## config.mk

```make
export PLATFORM = sky130hd
export DESIGN_NAME = csr_trap_ctrl
export DESIGN_NICKNAME = d
export VERILOG_FILES = /design/src/rtl/csr_trap_ctrl.sv
export SDC_FILE = /design/constraint.sdc
export NUM_CORES = 1
export LEC_CHECK = 0
export ABC_AREA = 1
export BUFFER_PORTS_ARGS = -buffer_cell sky130_fd_sc_hd__buf_2
export CORE_AREA = 2 2 180 182
export CTS_CLUSTER_DIAMETER = 100
export DETAILED_ROUTE_END_ITERATION = 6
export DIE_AREA = 0 0 182 184
export GPL_ROUTABILITY_DRIVEN = 1
export SLEW_MARGIN = 20
export SYNTH_ARGS = -nofsm -noshare
export SYNTH_HDL_FRONTEND = slang
export SYNTH_SLANG_ARGS = --single-unit
```

## constraint.sdc

```tcl
create_clock -name clk -period 1.1 [get_ports clk]
set_input_delay 0.055 -clock clk [delete_from_list [all_inputs] [get_ports clk]]
set_output_delay 0.055 -clock clk [all_outputs]
set_load 0.02 [all_outputs]
```

## src/rtl/csr_trap_ctrl.sv

```systemverilog
// Machine-mode CSR sequencing controller: arbitrates the CSR file's single read/write
// ports between CSR instructions and the trap (mepc/mcause save, mtvec jump) and mret sequences.
module csr_trap_ctrl #(
   parameter int unsigned DATA_WIDTH = 64,
   parameter int unsigned ADDR_WIDTH = 2
) (
   input  logic                  clk,
   input  logic                  arstn,
   input  logic                  i_trap_req,
   input  logic [DATA_WIDTH-1:0] i_trap_pc,
   input  logic [DATA_WIDTH-1:0] i_trap_cause,
   input  logic                  i_mret,
   input  logic                  i_sw_we,
   input  logic [ADDR_WIDTH-1:0] i_sw_waddr,
   input  logic [DATA_WIDTH-1:0] i_sw_wdata,
   input  logic [ADDR_WIDTH-1:0] i_sw_raddr,
   output logic                  o_sw_ready,
   output logic [DATA_WIDTH-1:0] o_sw_rdata,
   output logic                  o_trap_ack,
   output logic                  o_mret_ack,
   output logic                  o_busy,
   output logic                  o_redirect_valid,
   output logic [DATA_WIDTH-1:0] o_redirect_pc,
   output logic                  o_csr_we,
   output logic [ADDR_WIDTH-1:0] o_csr_waddr,
   output logic [DATA_WIDTH-1:0] o_csr_wdata,
   output logic [ADDR_WIDTH-1:0] o_csr_raddr,
   input  logic [DATA_WIDTH-1:0] i_csr_rdata
);

   localparam logic [ADDR_WIDTH-1:0] ADDR_MEPC   = ADDR_WIDTH'(0);
   localparam logic [ADDR_WIDTH-1:0] ADDR_MCAUSE = ADDR_WIDTH'(1);
   localparam logic [ADDR_WIDTH-1:0] ADDR_MTVEC  = ADDR_WIDTH'(2);

   typedef enum logic [2:0] {
      IDLE,
      SAVE_EPC,
      SAVE_CAUSE,
      JUMP,
      RET
   } state_t;

   state_t                state_q, state_d;
   logic [DATA_WIDTH-1:0] epc_q;
   logic [DATA_WIDTH-1:0] cause_q;
   logic                  idle_ok;
   logic                  take_trap;
   logic                  take_mret;
   logic                  take_sw;

   // Acceptance is also gated by arstn so no ack or pass-through write leaks out during reset.
   assign idle_ok   = (state_q == IDLE) && arstn;
   assign take_trap = idle_ok && i_trap_req;
   assign take_mret = idle_ok && i_mret && !i_trap_req;
   assign take_sw   = idle_ok && i_sw_we && !i_trap_req && !i_mret;

   always_ff @(posedge clk or negedge arstn) begin
      if (!arstn) begin
         state_q <= IDLE;
         epc_q   <= '0;
         cause_q <= '0;
      end else begin
         state_q <= state_d;
         if (take_trap) begin
            epc_q   <= i_trap_pc & ~DATA_WIDTH'(1);
            cause_q <= i_trap_cause;
         end
      end
   end

   always_comb begin
      state_d          = state_q;
      o_sw_ready       = 1'b0;
      o_trap_ack       = 1'b0;
      o_mret_ack       = 1'b0;
      o_redirect_valid = 1'b0;
      o_redirect_pc    = '0;
      o_csr_we         = 1'b0;
      o_csr_waddr      = '0;
      o_csr_wdata      = '0;
      o_csr_raddr      = '0;
      case (state_q)
         IDLE: begin
            o_csr_raddr = i_sw_raddr;
            if (take_trap) begin
               o_trap_ack = 1'b1;
               state_d    = SAVE_EPC;
            end else if (take_mret) begin
               o_mret_ack = 1'b1;
               state_d    = RET;
            end else if (take_sw) begin
               o_sw_ready  = 1'b1;
               o_csr_we    = 1'b1;
               o_csr_waddr = i_sw_waddr;
               o_csr_wdata = i_sw_wdata;
            end
         end
         SAVE_EPC: begin
            o_csr_we    = 1'b1;
            o_csr_waddr = ADDR_MEPC;
            o_csr_wdata = epc_q;
            state_d     = SAVE_CAUSE;
         end
         SAVE_CAUSE: begin
            o_csr_we    = 1'b1;
            o_csr_waddr = ADDR_MCAUSE;
            o_csr_wdata = cause_q;
            state_d     = JUMP;
         end
         JUMP: begin
            o_csr_raddr      = ADDR_MTVEC;
            o_redirect_valid = 1'b1;
            o_redirect_pc    = i_csr_rdata & ~DATA_WIDTH'(3);
            state_d          = IDLE;
         end
         RET: begin
            o_csr_raddr      = ADDR_MEPC;
            o_redirect_valid = 1'b1;
            o_redirect_pc    = i_csr_rdata;
            state_d          = IDLE;
         end
         default: state_d = IDLE;
      endcase
   end

   assign o_busy     = (state_q != IDLE);
   assign o_sw_rdata = i_csr_rdata;

endmodule

```

======== Word level (Yosys, flattened, before mapping) ========
Index checks and enable logic that the tools add are counted.
word-level totals
  logic and storage cells ................. 45
  flip-flop bits (word level) ............. 130
  input bits .............................. 265
operators by class
  multiplexer cells ....................... 24
  reductions and logical operators ........ 13
  eq/ne operators ......................... 5
operator list
  operator              number
  $mux W64              3
  $pmux W64 S3          1
  $pmux W64 S2          1
  $mux W1               10
  $pmux W3 S3           1
  $pmux W2 S2           2
  $logic_and A1 B1 Y1   7
  $eq A3 B2 Y1 const B  2
  $mux W2               3
  $mux W3               2
  $reduce_or A2 Y1      2
  $eq A3 B1 Y1 const B  1
  $eq A3 B3 Y1 const B  1
  $logic_not A3 Y1      1
  $ne A3 B3 Y1 const B  1
  $reduce_bool A3 Y1    1
  $logic_not A1 Y1      2
  $pmux W1 S2           1

======== Logic depth before layout (Yosys ltp) ========
  depth after elaboration ................. 9
  mapped depth ............................ 7
  gate-level depth less buffers ........... 5

======== Least setup slack after synthesis ========
OpenSTA, ideal clock, no wires.
  kind .................................... flip-flop to output port
  start ................................... reg state_q[2]
  end ..................................... out o_csr_waddr[1]
  data required time ...................... 1.045 ns
  slack ................................... -0.387 ns
  arrival time ............................ 1.432 ns
  buffers on the path ..................... 1
  stages on the path, launching flop included .. 7
  cells stage by stage .................... dfrtp_1 nor2_4 buf_2 nand2_1 nor2_1 nand2_1 nor2_1
on the way
  longest elaborated chain between the ends .. 9
ends and longest elaborated chain
  element                            line    RTL
  start, declared                    43      state_t state_q, state_d;
  start signal, assigned             63      state_q <= state_d;
  $logic_not A3 Y1                   52, 82
  $logic_and A1 B1 Y1                52      assign idle_ok = (state_q == IDLE) && arstn;
  $logic_and A1 B1 Y1 (3 in series)  55      assign take_sw = idle_ok && i_sw_we && !i_trap_req && !i_mret;
  $mux W2                            91      end else if (take_sw) begin
  $mux W2                            88      end else if (take_mret) begin
  $mux W2                            85      if (take_trap) begin
  $pmux W2 S2 (*)                    82      case (state_q)
  end, declared                      25      output logic [ADDR_WIDTH-1:0] o_csr_waddr,
Mark *: on every way between the ends. The rest lies on a longest branch, timed or not.

======== Final worst setup path ========
  start ................................... reg state_q[1]
  end ..................................... out o_csr_wdata[59]
on the way
  longest elaborated chain between the ends .. 9
ends and longest elaborated chain
  element                            line    RTL
  $logic_not A3 Y1                   52, 82
  $logic_and A1 B1 Y1                52
  $logic_and A1 B1 Y1 (3 in series)  55
  $mux W64                           91
  $mux W64                           88
  $mux W64                           85
  $pmux W64 S3 (*)                   82
  end, declared                      26      output logic [DATA_WIDTH-1:0] o_csr_wdata,
Marks and branches as above.

==> results.cfg <==
[placement]
place_ws_ps = -492.6
placedInstanceArea_sq_mm = 0.01113
dp_cells = 1984
globalplace.congestion = 0.8232
dpl.hpwl_microns = 22840
portBuffers = 465

[synthesis]
synth.top_cell.area_share_pct = 41.86
synth_flop_cell = dfrtp_1
yosys-top-cells-count = nand2_1 (583), inv_1 (136), nand3_1 (132), dfrtp_1 (130), buf_4 (82)
ys_ff_latch = 130
yosys.area.top_type = dfrtp_1
yosysMostFrequentCell = nand2_1
syn_area_sq_mm = 0.007771
yosys-top-cells-area = dfrtp_1 (42%), nand2_1 (28%), nand3_1 (8.5%), buf_4 (7.9%), inv_1 (6.6%)
synthCells = 1190
synth_nets = 1455
async_flop_share_pct = 100.0
ys_types = 17
synth_edf_count = 0
avgSynthCellArea_sq_um = 6.530
yosysWarningCount = 0
ys_seq_area_share_pct = 41.86

[grt]
grt_pass1_vias = 10150
track_usage_pct = 22.12
grt.overflow.total = 0
antenna_found_initial = 2
grt_max_degree = 79
grt_first_pass_wirelength_microns = 56720

[sta]
setup_violations = 268
period_minus_slack_ps = 1977
postLayoutSetupSlackWorst_ps = -877.2
final-hold-violation-count = 0
worstMarginPinSlew_ps = 653.1
slew_headroom_pct = 56.46
maxSlewViolCount = 0
period_share_pct = 179.7
skew_ps = 10.01
grt_setup_unrepaired = yes
max_freq_ghz = 0.5058

[floorplan]
die_y_microns = 184
rows = 65
coreArea_sq_mm = 0.03139
num_io_pins = 467
start_util_pct = 24.75
die_width_microns = 182
dieArea_sq_mm = 0.03349

[clock_tree]
cts_buffers = 17
insertion_delay_ps = 420
clockRootBuffer = clkbuf_16
clock_path_buffers = 2
clkSinkCount = 130
cts_tree = built
path_clk_slew_ps = 70
htreeDepth = 4

[layout]
area_delta_synth_final_pct = 107.1
fillerInstances = 2796
nets = 2069
final_cell_area_sq_mm = 0.01609
fin_cells = 2221
drive_gt1_share_pct = 53.16

[setup_path]
reg2regPathDepth = 9
setup.worst_path.end_class = output port
r2r_start = state_q[2]$_DFFE_PN0P_
worstReg2RegEnd = cause_q[11]$_DFFE_PN0P_
reg2reg_slack_ps = -730
critPathKind = register to output port
critPathLaunchType = register
required_ps = 1040
cp_max_fo = 9
worst_ep_arrival_time_ps = 1920

[detailed_routing]
wl_microns = 42000
wl_per_cell_microns = 18.91
via_per_inst = 4.572
drt-pass1-iter-count = 6
num_vias = 10150
ant_nets = 0
drt_iter0_drc = 446
drc = 0

[run_status]
status = finished with violations
failed_checks = negative setup slack

[power_and_ir_drop]
fin_total_pwr_mw = 38.42
power_density_mw_per_mm2 = 2387
p_leak_nw = 8.729
peakVddDrop_uv = 1273

[flow_run]
cap_violations = 0

[min_path]
hold_class = input pin to asynchronous set/reset pin
power by group:
part	internal, mW	switching (mW)	total, mW
registers	7.01	1.60	8.61
logic	11.3	12.9	24.2
clock network	3.02	2.54	5.56
logic make-up after synthesis:
| logic type | Yosys count | synth area share [%] |
|---|---|---|
| flip-flops | 130 | 41.86 |
| buffers and inverters | 269 | 17.52 |
| AO/OA/AOI/OAI | 1 | 0.06434 |
| AND/OR/NAND/NOR | 790 | 40.56 |
per-layer routing:
metal | up-vias | routed length [microns] | global-route usage (%)
met3 | 91 | 2853 | 4.398
met1 | 4840 | 16400 | 25.29
met4 | 0 | 1467 | 9.516
met2 | 487 | 21270 | 40.09
li1 | 4736 | - | -
met5 | - | 0 | 0
layout by cell type (no fill, tap or decap), drive strengths merged:
cell	netlist	layout
nor3	2	2
dfrtp	130	130
inv	137	145
clkinv	0	2
dlygate4sd3	0	130
nand3	133	133
buf	118	577
nor2	71	71
o21ai	1	1
diode	0	2
clkbuf	14	38
nand2	583	583
clkinvlp	0	4
nand4	1	1
per-stage QoR:
| stage | hold slack (ps) | util (%) | setup TNS (ps) |
|---|---|---|---|
| after floorplan | -240.6 | - | -43640 |
| after global placement | -15.97 | 35.46 | -99320 |
| after detailed placement | -20.06 | 35.46 | -106280 |
| after CTS | 180.6 | 47.60 | -195250 |
| after global routing | 169.1 | 51.26 | -214360 |
| final | 193.6 | 51.26 | -192180 |
sequential cells by signal, indices dropped and copies added (netlist names):
signal	flops
cause_q	64
epc_q	63
state_q	3
worst max path at each step:
stage / start / end / slack, ps / cells past startpoint
floorplan: state_q[1]$_DFFE_PN0P_ / o_redirect_pc[27] / -230 / 6
global placement: state_q[2]$_DFFE_PN0P_ / o_csr_wdata[31] / -440 / 7
detailed placement: state_q[2]$_DFFE_PN0P_ / o_csr_wdata[32] / -490 / 7
CTS: state_q[0]$_DFFE_PN0P_ / o_csr_wdata[49] / -890 / 10
global route: state_q[1]$_DFFE_PN0P_ / o_csr_wdata[59] / -970 / 9
finish: state_q[1]$_DFFE_PN0P_ / o_csr_wdata[59] / -880 / 9
layout make-up:
type,count,area (sq um),share of cell area (%)
Sequential cell,130,3257,20.24
Tap cell,402,503.0,3.125
Timing Repair Buffer,727,6591,40.96
Clock buffer,18,439.2,2.729
Inverter,137,538.0,3.343
Clock inverter,14,120.1,0.7464
Antenna cell,2,5.005,0.03110
Multi-Input combinational cell,791,4639,28.83
repair_timing:
item,4_1_cts,5_1_grt
gates cloned,21,22
endpoints found under the hold margin,258,0
hold buffers,130,0
resized for setup,360,235
pin swaps,29,81
setup buffers,31,12
endpoints found under the setup margin,268,317
worst max-delay path, stage by stage, from the launching register on:
cell and delay (ps):
dfrtp_2 450, buf_6 140, nor2_4 120, buf_12 180, buf_6 200, nand3_2 70, nand2_1 80, inv_1 60
nand2_2 90, buf_6 120
Note: power is estimated with default switching activity, not from simulation.
